### src/rtl/noc_inject_arbiter_pkg.sv
// Shared NoC injection types.
// Flit payload, source ids and small index helpers.
package noc_inject_arbiter_pkg;

  localparam int FLIT_W      = 32;
  localparam int NOC_MAX_SRC = 16;

  typedef logic [FLIT_W-1:0] flit_t;
  typedef logic [$clog2(NOC_MAX_SRC)-1:0] noc_src_id_t;

  // Explicit compare so non power-of-2 counts wrap correctly.
  function automatic int wrap_inc(input int i, input int n);
    return (i >= n - 1) ? 0 : i + 1;
  endfunction

endpackage

### src/rtl/noc_inject_arbiter_skid.sv
// Two-entry valid/ready register slice.
// Input ready is registered so it never depends on out_ready.
module flit_skid_buffer #(
  parameter int W = 8
) (
  input  logic         nocclk,
  input  logic         rst_n,
  input  logic [W-1:0] in_data,
  input  logic         in_valid,
  output logic         in_ready,
  output logic [W-1:0] out_data,
  output logic         out_valid,
  input  logic         out_ready
);

  logic [W-1:0] main_q, main_d;
  logic [W-1:0] skid_q, skid_d;
  logic         main_vld_q, main_vld_d;
  logic         skid_vld_q, skid_vld_d;
  logic         rdy_q, rdy_d;
  logic         push, pop;

  assign push = in_valid & rdy_q;
  assign pop  = main_vld_q & out_ready;

  always_comb begin
    main_d     = main_q;
    main_vld_d = main_vld_q;
    skid_d     = skid_q;
    skid_vld_d = skid_vld_q;
    if (!main_vld_q || pop) begin
      if (skid_vld_q) begin
        main_d     = skid_q;
        main_vld_d = 1'b1;
        skid_vld_d = 1'b0;
      end else begin
        main_vld_d = push;
        if (push) main_d = in_data;
      end
    end else if (push) begin
      skid_d     = in_data;
      skid_vld_d = 1'b1;
    end
    rdy_d = !skid_vld_d;
  end

  always_ff @(posedge nocclk or negedge rst_n) begin
    if (!rst_n) begin
      main_q     <= '0;
      skid_q     <= '0;
      main_vld_q <= 1'b0;
      skid_vld_q <= 1'b0;
      rdy_q      <= 1'b0;
    end else begin
      main_q     <= main_d;
      skid_q     <= skid_d;
      main_vld_q <= main_vld_d;
      skid_vld_q <= skid_vld_d;
      rdy_q      <= rdy_d;
    end
  end

  assign in_ready  = rdy_q;
  assign out_data  = main_q;
  assign out_valid = main_vld_q;

endmodule

### src/rtl/noc_inject_arbiter.sv
// Packet-atomic round-robin arbiter for the NoC injection port.
// Locks to a source until its tail; forces release on overrun.
module noc_inject_arbiter
  import noc_inject_arbiter_pkg::*;
#(
  parameter  int NUM_REQ       = 2,
  parameter  int MAX_PKT_FLITS = 16,
  localparam int SRC_W         = $clog2(NUM_REQ)
) (
  input  logic               nocclk,
  input  logic               rst_n,
  input  flit_t              req_flit [NUM_REQ],
  input  logic [NUM_REQ-1:0] req_valid,
  input  logic [NUM_REQ-1:0] req_last,
  output logic [NUM_REQ-1:0] req_ready,
  output flit_t              out_flit,
  output logic               out_valid,
  output logic               out_last,
  output logic [SRC_W-1:0]   out_src,
  input  logic               out_ready,
  output logic               err_pkt_overrun
);

  localparam int CNT_W = $clog2(MAX_PKT_FLITS + 1);
  localparam int W     = FLIT_W + 1 + SRC_W;

  typedef enum logic {IDLE, LOCKED} state_e;

  state_e           state_q, state_d;
  logic [SRC_W-1:0] rr_ptr_q, rr_ptr_d;
  logic [SRC_W-1:0] owner_q, owner_d;
  logic [CNT_W-1:0] flit_cnt_q, flit_cnt_d;
  logic             err_q, err_d;

  logic [SRC_W-1:0] win_idx, sel;
  logic             win_found, grant;
  logic             accept, cnt_max, fwd_last;
  logic             buf_in_ready, buf_in_valid;
  logic [W-1:0]     buf_in, buf_out;

  // Two passes: lowest index overall, then lowest at/after rr_ptr.
  always_comb begin
    win_found = 1'b0;
    win_idx   = '0;
    for (int j = NUM_REQ - 1; j >= 0; j--) begin
      if (req_valid[j]) begin
        win_found = 1'b1;
        win_idx   = SRC_W'(j);
      end
    end
    for (int j = NUM_REQ - 1; j >= 0; j--) begin
      if (req_valid[j] && j >= int'(rr_ptr_q)) begin
        win_found = 1'b1;
        win_idx   = SRC_W'(j);
      end
    end
  end

  assign sel          = (state_q == LOCKED) ? owner_q : win_idx;
  assign grant        = (state_q == LOCKED) | win_found;
  assign buf_in_valid = grant & req_valid[sel];
  assign accept       = buf_in_valid & buf_in_ready;
  assign cnt_max      = (state_q == LOCKED) &&
                        (flit_cnt_q == CNT_W'(MAX_PKT_FLITS - 1));
  assign fwd_last     = req_last[sel] | cnt_max;
  assign buf_in       = {req_flit[sel], fwd_last, sel};

  always_ff @(posedge nocclk or negedge rst_n) begin
    if (!rst_n) begin
      state_q    <= IDLE;
      rr_ptr_q   <= '0;
      owner_q    <= '0;
      flit_cnt_q <= '0;
      err_q      <= 1'b0;
    end else begin
      state_q    <= state_d;
      rr_ptr_q   <= rr_ptr_d;
      owner_q    <= owner_d;
      flit_cnt_q <= flit_cnt_d;
      err_q      <= err_d;
    end
  end

  always_comb begin
    state_d    = state_q;
    rr_ptr_d   = rr_ptr_q;
    owner_d    = owner_q;
    flit_cnt_d = flit_cnt_q;
    err_d      = err_q;
    if (accept) begin
      unique case (state_q)
        IDLE: begin
          if (req_last[sel]) begin
            rr_ptr_d = SRC_W'(wrap_inc(int'(sel), NUM_REQ));
          end else begin
            state_d    = LOCKED;
            owner_d    = sel;
            flit_cnt_d = CNT_W'(1);
          end
        end
        LOCKED: begin
          if (req_last[sel] || cnt_max) begin
            state_d    = IDLE;
            rr_ptr_d   = SRC_W'(wrap_inc(int'(sel), NUM_REQ));
            flit_cnt_d = '0;
            if (!req_last[sel]) err_d = 1'b1;
          end else begin
            flit_cnt_d = flit_cnt_q + CNT_W'(1);
          end
        end
        default: state_d = IDLE;
      endcase
    end
  end

  always_comb begin
    req_ready = '0;
    if (grant) req_ready[sel] = buf_in_ready;
  end

  flit_skid_buffer #(
    .W (W)
  ) u_skid (
    .nocclk    (nocclk),
    .rst_n     (rst_n),
    .in_data   (buf_in),
    .in_valid  (buf_in_valid),
    .in_ready  (buf_in_ready),
    .out_data  (buf_out),
    .out_valid (out_valid),
    .out_ready (out_ready)
  );

  assign out_flit        = buf_out[W-1 -: FLIT_W];
  assign out_last        = buf_out[SRC_W];
  assign out_src         = buf_out[SRC_W-1:0];
  assign err_pkt_overrun = err_q;

endmodule
### config.mk
export PLATFORM = sky130hd
export DESIGN_NAME = noc_inject_arbiter
export DESIGN_NICKNAME = d
export VERILOG_FILES = /design/src/rtl/noc_inject_arbiter_pkg.sv /design/src/rtl/noc_inject_arbiter_skid.sv /design/src/rtl/noc_inject_arbiter.sv
export SDC_FILE = /design/constraint.sdc
export NUM_CORES = 1
export LEC_CHECK = 0
export BUFFER_PORTS_ARGS = -buffer_cell sky130_fd_sc_hd__buf_2
export CAP_MARGIN = 20
export CORE_ASPECT_RATIO = 0.75
export CORE_MARGIN = 1.5
export CORE_UTILIZATION = 35
export CTS_BUF_LIST = sky130_fd_sc_hd__clkbuf_16
export CTS_CLUSTER_DIAMETER = 30
export CTS_CLUSTER_SIZE = 28
export DETAILED_ROUTE_END_ITERATION = 6
export PLACE_DENSITY_LB_ADDON = 0.15
export SLEW_MARGIN = 20
export SYNTH_ARGS = -nofsm -noshare
export SYNTH_HDL_FRONTEND = slang
export SYNTH_SLANG_ARGS = --single-unit
### constraint.sdc
create_clock -name nocclk -period 3.15 [get_ports nocclk]
set_input_delay 0.4725 -clock nocclk [delete_from_list [all_inputs] [get_ports nocclk]]
set_output_delay 0.4725 -clock nocclk [all_outputs]
set_load 0.03 [all_outputs]
**After elaboration in Yosys (flattened, before gate mapping)**

Index checks and enable logic that the tools add are counted.

- Bits in latches: 0
- Input port bits: 71
- ROM bits: 0
- Register bits after elaboration: 80
- Bits in writable memories: 0
- Memories kept: 0
- Output and inout port bits: 38
- Logic and storage cells: 76

- Order comparisons: 5
- Reduce and logical (&&, ||, !) cells: 14
- Shift-type cells: 0
- Equal/unequal tests: 4
- Multiply operators: 0
- Muxes and demuxes: 31
- Add/sub/neg operators: 2
- Divide/modulo/power cells: 0
- Bitwise operators: 10

Operators with widths:

| operator | number |
|---|---|
| two-way mux 32 bit | 3 |
| two-way mux 34 bit | 2 |
| two-way mux 1 bit | 19 |
| two-way mux 5 bit | 2 |
| case mux 5 bit (2 select lines) | 1 |
| AND reduction 2 bit | 3 |
| AND reduction 3 bit | 2 |
| adder 5 x 1 -> 5 bit (second input constant) | 1 |
| == test 5 x 4 -> 1 bit (second input constant) | 1 |
| != test 2 bit (second input constant) | 2 |
| case mux 1 bit (2 select lines) | 2 |
| AND reduction 4 bit | 1 |
| bitwise AND 1 bit | 3 |
| logical AND 1 bit | 3 |
| inverter 1 bit | 3 |
| bitwise AND 2 bit | 1 |
| >= comparator 1 bit (second input constant) | 2 |
| >= comparator 2 bit (second input constant) | 1 |
| zero test 1 bit | 2 |
| logical OR 1 bit | 2 |
| < comparator 1 x 2 -> 1 bit (second input constant) | 1 |
| two-way mux 2 bit | 1 |
| != test 2 x 1 -> 1 bit (second input constant) | 1 |
| inverter 1 -> 2 bit | 1 |
| other kinds (5) | 6 |

**Logic depth before layout (Yosys ltp)**

Gate-level depths: netlist of the first run.

- Depth after elaboration: 11
- Mapped depth: 8
- Mapped depth without buffers: 7

**Cells and area by module**

Synthesis of the first run repeated with hierarchy kept, for this count alone.

- Cells, all modules: 289
- Area total of the unflattened synthesis: 4347.9 um^2

By module, submodules not included:

| module | area an instance (um^2) | cells each | instances | seq. area each (um^2) |
|---|---|---|---|---|
| flit_skid_buffer | 3246.9 | 191 | 1 | 1776.7 |
| noc_inject_arbiter | 1101.1 | 98 | 1 | 225.2 |

**Least setup slack after synthesis of the first run**

OpenSTA, ideal clock, no wires.

- Path kind: register to output
- Start point: register state_q
- End point: output port req_ready[1]
- Setup slack: 1.238 ns
- Data arrival time: 1.439 ns
- Cell stages (with the launch flop): 7
- Path buffers: 3
- Data required time: 2.677 ns
- Cell sequence: dfrtp_1 buf_6 inv_1 a31oi_4 buf_6 buf_6 nor2b_1

- Longest elaborated chain between the ends: 7
- Elaborated cells on any way between the ends: 9
- Classes of those cells: order compare (2); mux (4); bitwise (2); reduce/logical (1)

RTL lines:

| what | RTL line | RTL |
|---|---|---|
| start, declared | noc_inject_arbiter.sv:29 | `state_e state_q, state_d;` |
| start signal, assigned | noc_inject_arbiter.sv:76 | `state_q <= state_d;` |
| two-way mux 1 bit | noc_inject_arbiter.sv:59 | `assign sel = (state_q == LOCKED) ? owner_q : win_idx;` |
| < comparator 1 x 2 -> 1 bit (implied by the code) or >= comparator 1 bit (tied branches) | noc_inject_arbiter.sv:118 | `if (grant) req_ready[sel] = buf_in_ready;` |
| logical AND 1 bit (implied by the code) | noc_inject_arbiter.sv:118 |  |
| two-way mux 1 bit (implied by the code) | noc_inject_arbiter.sv:118 |  |
| demux 1 bit (select 1 bit) | noc_inject_arbiter.sv:118 |  |
| bitwise AND 2 bit (no line) | - |  |
| two-way mux 2 bit * | noc_inject_arbiter.sv:118 |  |
| end, declared | noc_inject_arbiter.sv:15 | `output logic [NUM_REQ-1:0] req_ready,` |

Every way passes the cells marked *; elsewhere a longest branch is shown, timed or not.

**Worst setup path after layout of the first run**

- Start point: register state_q
- End point: output port req_ready[0]

The elaborated chain is that of the path after synthesis.

==> results of run 1 <==
-- cell families after synthesis --
family,Yosys count,share of synthesized area
simple gates,73,0.0789
compound gates,101,0.175
flops,80,0.522
fa+ha+maj,2,0.00652
buf+inv,28,0.0434
mux,63,0.174
-- where the power goes --
group / leakage (nW) / total, mW / switching, mW / internal, mW
sequential: 0.976 / 1.81 / 0.291 / 1.52
combinational: 1.30 / 2.34 / 1.41 / 0.927
clock: 0.128 / 0.957 / 0.367 / 0.590
-- layout by cell type (no fill, tap or decap), drive strengths merged, types with 2 or more instances in the layout --
| cell type | n |
|---|---|
| nand2b | 3 |
| a21oi | 9 |
| a21o | 20 |
| nor2b | 2 |
| or3 | 2 |
| nor2 | 24 |
| nand2 | 39 |
| clkbuf | 9 |
| mux2i | 33 |
| clkinv | 2 |
| o221a | 2 |
| inv | 5 |
| a31oi | 2 |
| ha | 2 |
| mux2 | 30 |
| a211oi | 19 |
| buf | 114 |
| dfrtp | 80 |
| o21ai | 39 |
| a41oi | 2 |
-- per-layer routing --
metal | share of wire | routed length [um] | vias up | track usage
li1 | - | - | 1440 | -
met1 | 0.49 | 4040 | 1368 | 0.204
met2 | 0.43 | 3570 | 90 | 0.236
met3 | 0.065 | 537 | 9 | 0.0437
met4 | 0.013 | 106 | 0 | 0.0483
met5 | 0 | 0 | - | 0
-- stage by stage --
| stage | util | hold WS (ns) | total power [mW] | instance area (um2) |
|---|---|---|---|---|
| 2_1_floorplan | - | 0.177 | 3.65 | 3840 |
| 3_3_place_gp | 0.425 | 0.458 | 4.15 | 4460 |
| 3_5_place_dp | 0.425 | 0.465 | 4.21 | 4460 |
| 4_1_cts | 0.450 | 0.372 | 5.19 | 4720 |
| 5_1_grt | 0.450 | 0.245 | 5.51 | 4720 |
| 6_report | 0.450 | 0.179 | 5.11 | 4720 |
-- cell type report --
class                           count  share of cell area
Multi-Input combinational cell    239               0.355
Clock buffer                        9              0.0477
Clock inverter                      3             0.00795
Tap cell                          136              0.0360
Timing Repair Buffer              114               0.125
Sequential cell                    80               0.424
Inverter                            5             0.00397
-- worst max-delay path by stage --
stage                     slack, ns                            to                 from
after floorplan                1.24                  req_ready[1]  state_q$_DFFE_PN0P_
after global placement         0.87  u_skid.skid_q[1]$_DFFE_PN0P_         req_valid[0]
after detailed placement       0.83  u_skid.skid_q[1]$_DFFE_PN0P_         req_valid[0]
after CTS                      0.75                  req_ready[0]  state_q$_DFFE_PN0P_
after global routing           0.60                  req_ready[0]  state_q$_DFFE_PN0P_
final                          0.78                  req_ready[0]  state_q$_DFFE_PN0P_
==> metrics.csv, run 1 <==
stage,metric,value,unit
place,post-place-ws,0.832,ns
logic_synthesis,yosys_register_bits,80,
final_layout,finalNonFillerCells,586,
logic_synthesis,synthCells,347,
logic_synthesis,synth_top_area_cell,dfrtp_1,
logic_synthesis,syn_area_per_cell,11.1,um2
global_routing,grt_max_degree,81,
setup_path,rr_worst_depth,6,
logic_synthesis,syn-cell-area,3840,um2
final_layout,seq_area,2000,um2
timing,worst_slack,0.776,ns
logic_synthesis,ys.flop_type,dfrtp_1,
global_routing,grt_util_all_layers,0.152,
setup_path,critPathLaunchType,flip-flop,
clocking,cts_buffer_depth,2,
floorplanning,die_w,124,um
final_layout,multi_input_area,1680,um2
timing,skew,0.00410,ns
timing,setup_viol,0,
clocking,ctsHoldBuffers,0,
floorplanning,rows,32,
setup_path,r2r-end,u_skid.out_data[1]$_DFFE_PN0P_,
timing,setup_tns,0,ns
clocking,cts_resized,0,
global_routing,grt_pass1_wl,13.5,mm
setup_path,worstPathRequired,2.68,ns
place,dp_cells,574,
clocking,root_buffer,clkbuf_16,
final_layout,areaGrowthSynthToFinish,23.1,%
timing,rsz0062_at_grt,no,
route,drc,0,
setup_path,r2r_start,state_q$_DFFE_PN0P_,
timing,worst_pin_slew,1.01,ns
clocking,clk_pin_slew,0.05,ns
floorplanning,ios,109,
place,dp_hpwl,5.70,mm
setup_path,slowest_stage,dfrtp_1,
logic_synthesis,syn_nets,420,
floorplanning,initial_core_util,0.366,
clocking,worstSkewPairLatency,0.33,ns
setup_path,regToRegSetupSlack,0.92,ns
timing,max_freq,0.421,GHz
min_path,hp-class,primary input to asynchronous set/reset pin,
route,viasPerCell,4.96,
route,num_vias,2907,
floorplanning,die_area,11600,um2
clocking,cts.sinks,80,
logic_synthesis,seq_area_frac_synth,0.522,
outcome,status,finished clean,
final_layout,n_fill_cell,1026,
route,ant_nets,0,
clocking,cts_tree,done,
logic_synthesis,synth_area_leaders,"dfrtp_1 (52%), mux2_2 (8.8%), mux2i_1 (8.6%), o21ai_0 (5.0%), a21o_1 (3.9%)",
setup_path,crit_path_max_incr_delay,0.51,ns
clocking,cts_setup_buffers,0,
floorplanning,coreArea,10500,um2
pwr,p_per_area,1080,nW/um2
timing,finalHoldViolCount,0,
route,wire_per_inst,14.1,um
clocking,cts_buffers,9,
setup_path,worstPathArrival,1.90,ns
flow_run,drv_cap,0,
logic_synthesis,synthArstFlopShare,1.00,
timing,finalMaxSlewViolations,0,
setup_path,critPathCaptureType,output pin,
logic_synthesis,yosys_warnings,0,
route,wirelength,8.25,mm
floorplanning,die_h,93.7,um
final_layout,antenna_cells,0,
logic_synthesis,synth-edff-count,0,
final_layout,drive_above_1_share,0.360,
setup_path,worst-path-stages,5,
clocking,cts_max_level,3,
global_routing,antenna_found_initial,0,
route,drtPass1Iterations,4,
logic_synthesis,synth_top_area_frac,0.522,
pwr,power_leakage,2.40,nW
route,drtIter0Drc,107,
global_routing,grt_overflow_total,0,
global_routing,grt_pass1_vias,2752,
setup_path,crit_type,flip-flop to output pin,
logic_synthesis,yosys-top-cells-count,"dfrtp_1 (80), nand2_1 (38), o21ai_0 (38)",
place,gp_congestion,0.782,
setup_path,worst-path-buf-inv,3,
timing,finalCriticalPeriod,2.37,ns
timing,post-route-period-util,0.754,
setup_path,cp_max_fo,18,
timing,relSlewSlack,0.324,
place,port_buffers,108,
pwr,ir_worst_vdd,0.453,mV
setup_path,cp_top_family,buffers and inverters,
final_layout,finalNetCount,522,
logic_synthesis,synth_most_common_cell,dfrtp_1,
setup_path,cp_cell_sequence,inv_1 -> a31oi_4 -> buf_4 -> o311a_1 -> buf_2,
logic_synthesis,yosysUniqueCellTypes,38,
Power figures use the tool's default switching activity.
==> run 2, diff against run 1 <==
Clock period 3.15 ns to 2.2 ns, I/O delays scaled along.
==> run 2 against run 1 <==
Effect of this change: sequential cell count unchanged; combinational power up 51%; register-to-register slack worse by 0.74 ns; routed wire length up 3.2%; hold slack better by 0.13 ns; final area up 2.8%; core utilization up 1.3 points; clock-buffer cell count unchanged; sequential power up 43%.
==> metrics.csv, run 2 (same netlist as run 1, synthesis figures left out) <==
stage,metric,value,unit
final_layout,n_fill_cell,997,
timing,setup_viol,0,
pwr,finalPower,7.52,mW
timing,skew,0.00631,ns
pwr,power_leakage,2.47,nW
setup_path,cp_cell_sequence,and2_4 -> a31oi_4 -> buf_12 -> o311a_1 -> buf_2,
place,place_area,4540,um2
clocking,cts.sinks,80,
setup_path,endpoint,req_ready[0],
route,viasPerCell,4.92,
route,drtPass1Iterations,4,
floorplanning,ios,109,
setup_path,critPathLaunchType,flip-flop,
final_layout,post-route-util,0.463,
setup_path,worstPathRequired,1.87,ns
flow_run,drv_cap,0,
place,port_buffers,108,
final_layout,post-route-cell-area,4860,um2
setup_path,rr_worst_depth,7,
global_routing,grt_overflow_total,0,
floorplanning,initial_core_util,0.366,
setup_path,cp_max_fo,7,
timing,finalCriticalPeriod,2.03,ns
pwr,ir_worst_vdd,0.681,mV
setup_path,regToRegSetupSlack,0.18,ns
timing,finalHoldViolCount,0,
setup_path,worst-path-buf-inv,2,
timing,rsz0062_at_grt,no,
outcome,status,finished clean,
clocking,cts_buffers,9,
setup_path,critPathCaptureType,output pin,
final_layout,areaGrowthSynthToFinish,26.5,%
global_routing,grt_util_all_layers,0.158,
route,num_vias,2935,
place,dp_hpwl,5.91,mm
clocking,root_buffer,clkbuf_16,
clocking,clk_pin_slew,0.06,ns
timing,max_freq,0.493,GHz
setup_path,slowest_stage,dfrtp_1,
global_routing,grt_pass1_vias,2869,
min_path,hp-class,primary input to flip-flop,
route,wirelength,8.52,mm
global_routing,antenna_found_initial,0,
final_layout,final_common_cell,buf_2,
setup_path,crit_type,flip-flop to output pin,
global_routing,grt_pass1_wl,14.1,mm
timing,worst_pin_slew,0.557,ns
place,gp_congestion,0.769,
setup_path,r2r_start,flit_cnt_q[0]$_DFFE_PN0P_,
route,ant_nets,0,
final_layout,finalNetCount,529,
setup_path,cp_top_family,flip-flops,
floorplanning,die_h,93.7,um
route,drc,0,
timing,finalMaxSlewViolations,0,
final_layout,antenna_cells,0,
timing,whs,0.305,ns
final_layout,drive_above_1_share,0.374,
clocking,cts_buffer_depth,2,
clocking,worstSkewPairLatency,0.33,ns
floorplanning,die_area,11600,um2
setup_path,crit_path_max_incr_delay,0.45,ns
timing,post-route-period-util,0.922,
route,drtIter0Drc,124,
setup_path,r2r-end,flit_cnt_q[3]$_DFFE_PN0P_,
clocking,cts_tree,done,
floorplanning,die_w,124,um
timing,relSlewSlack,0.629,
setup_path,crit_path_start,owner_q$_DFFE_PN0P_,
clocking,cts_max_level,3,
timing,setup_tns,0,ns
global_routing,grt_max_degree,67,
route,wire_per_inst,14.3,um
floorplanning,rows,32,
final_layout,final_cell_mix,"buf_2 (107), dfrtp_1 (79), o21ai_0 (38), nand2_1 (38), mux2i_1 (33)",
pwr,p_per_area,1550,nW/um2
setup_path,worstPathArrival,1.70,ns
setup_path,worst-path-stages,5,
floorplanning,coreArea,10500,um2
==> run 2: final cells by class <==
class / instances / area [um2] / share of cell area
repair buffers: 121 / 706 / 0.145
clock inverters: 6 / 53.8 / 0.0111
inverters: 5 / 18.8 / 0.00386
multi-input cells: 239 / 1680 / 0.346
clock buffers: 9 / 225 / 0.0464
flip-flops and latches: 80 / 2000 / 0.413
well taps: 136 / 170 / 0.0350
==> run 2: worst register-to-register path, delay by kind of cell (launching register included) <==
| kind | cells | cell delay [ns] |
|---|---|---|
| adders and majority gates | 2 | 0.47 |
| and+or+nand+nor | 3 | 0.78 |
| DFF | 1 | 0.42 |
| AOI/OAI and AO/OA | 2 | 0.27 |
==> run 2: through the flow <==
stage	setup WS, ns	std cells
6_report	0.171	596
5_1_grt	0.0422	596
4_1_cts	0.0225	594
3_5_place_dp	0.164	578
3_3_place_gp	0.235	578
2_1_floorplan	0.319	347
==> run 2: repair_timing <==
item,in CTS,in global routing
hold buffers,1,0
pin swaps,0,0
setup buffers,0,2
resized for setup,3,2
setup endpoints to repair,2,2
endpoints found under the hold margin,1,0
==> run 2: how the worst min path moves through the flow <==
stage                            from                               to  slack [ns]  cells after the start
after floorplan                 rst_n      err_pkt_overrun$_DFFE_PN0P_        0.03                      0
after global placement          rst_n  u_skid.out_data[30]$_DFFE_PN0P_        0.36                      1
after detailed placement        rst_n  u_skid.out_data[30]$_DFFE_PN0P_        0.36                      1
after CTS                 req_last[0]              owner_q$_DFFE_PN0P_        0.29                      3
after global routing      req_last[0]              owner_q$_DFFE_PN0P_        0.32                      3
final                     req_last[0]              owner_q$_DFFE_PN0P_        0.30                      3
==> run 2: layer usage <==
metal	share of wire	GRT usage	vias to the layer above
met1	0.48	0.213	1390
met3	0.060	0.0419	8
met2	0.44	0.247	79
li1	-	-	1458
met5	0	0	-
met4	0.013	0.0549	0
==> run 2: where the power goes <==
group          total [mW]  internal (mW)  switching, mW
clock                1.41          0.857          0.549
sequential           2.58           2.18          0.404
combinational        3.53           1.46           2.07
total                7.52           4.50           3.02
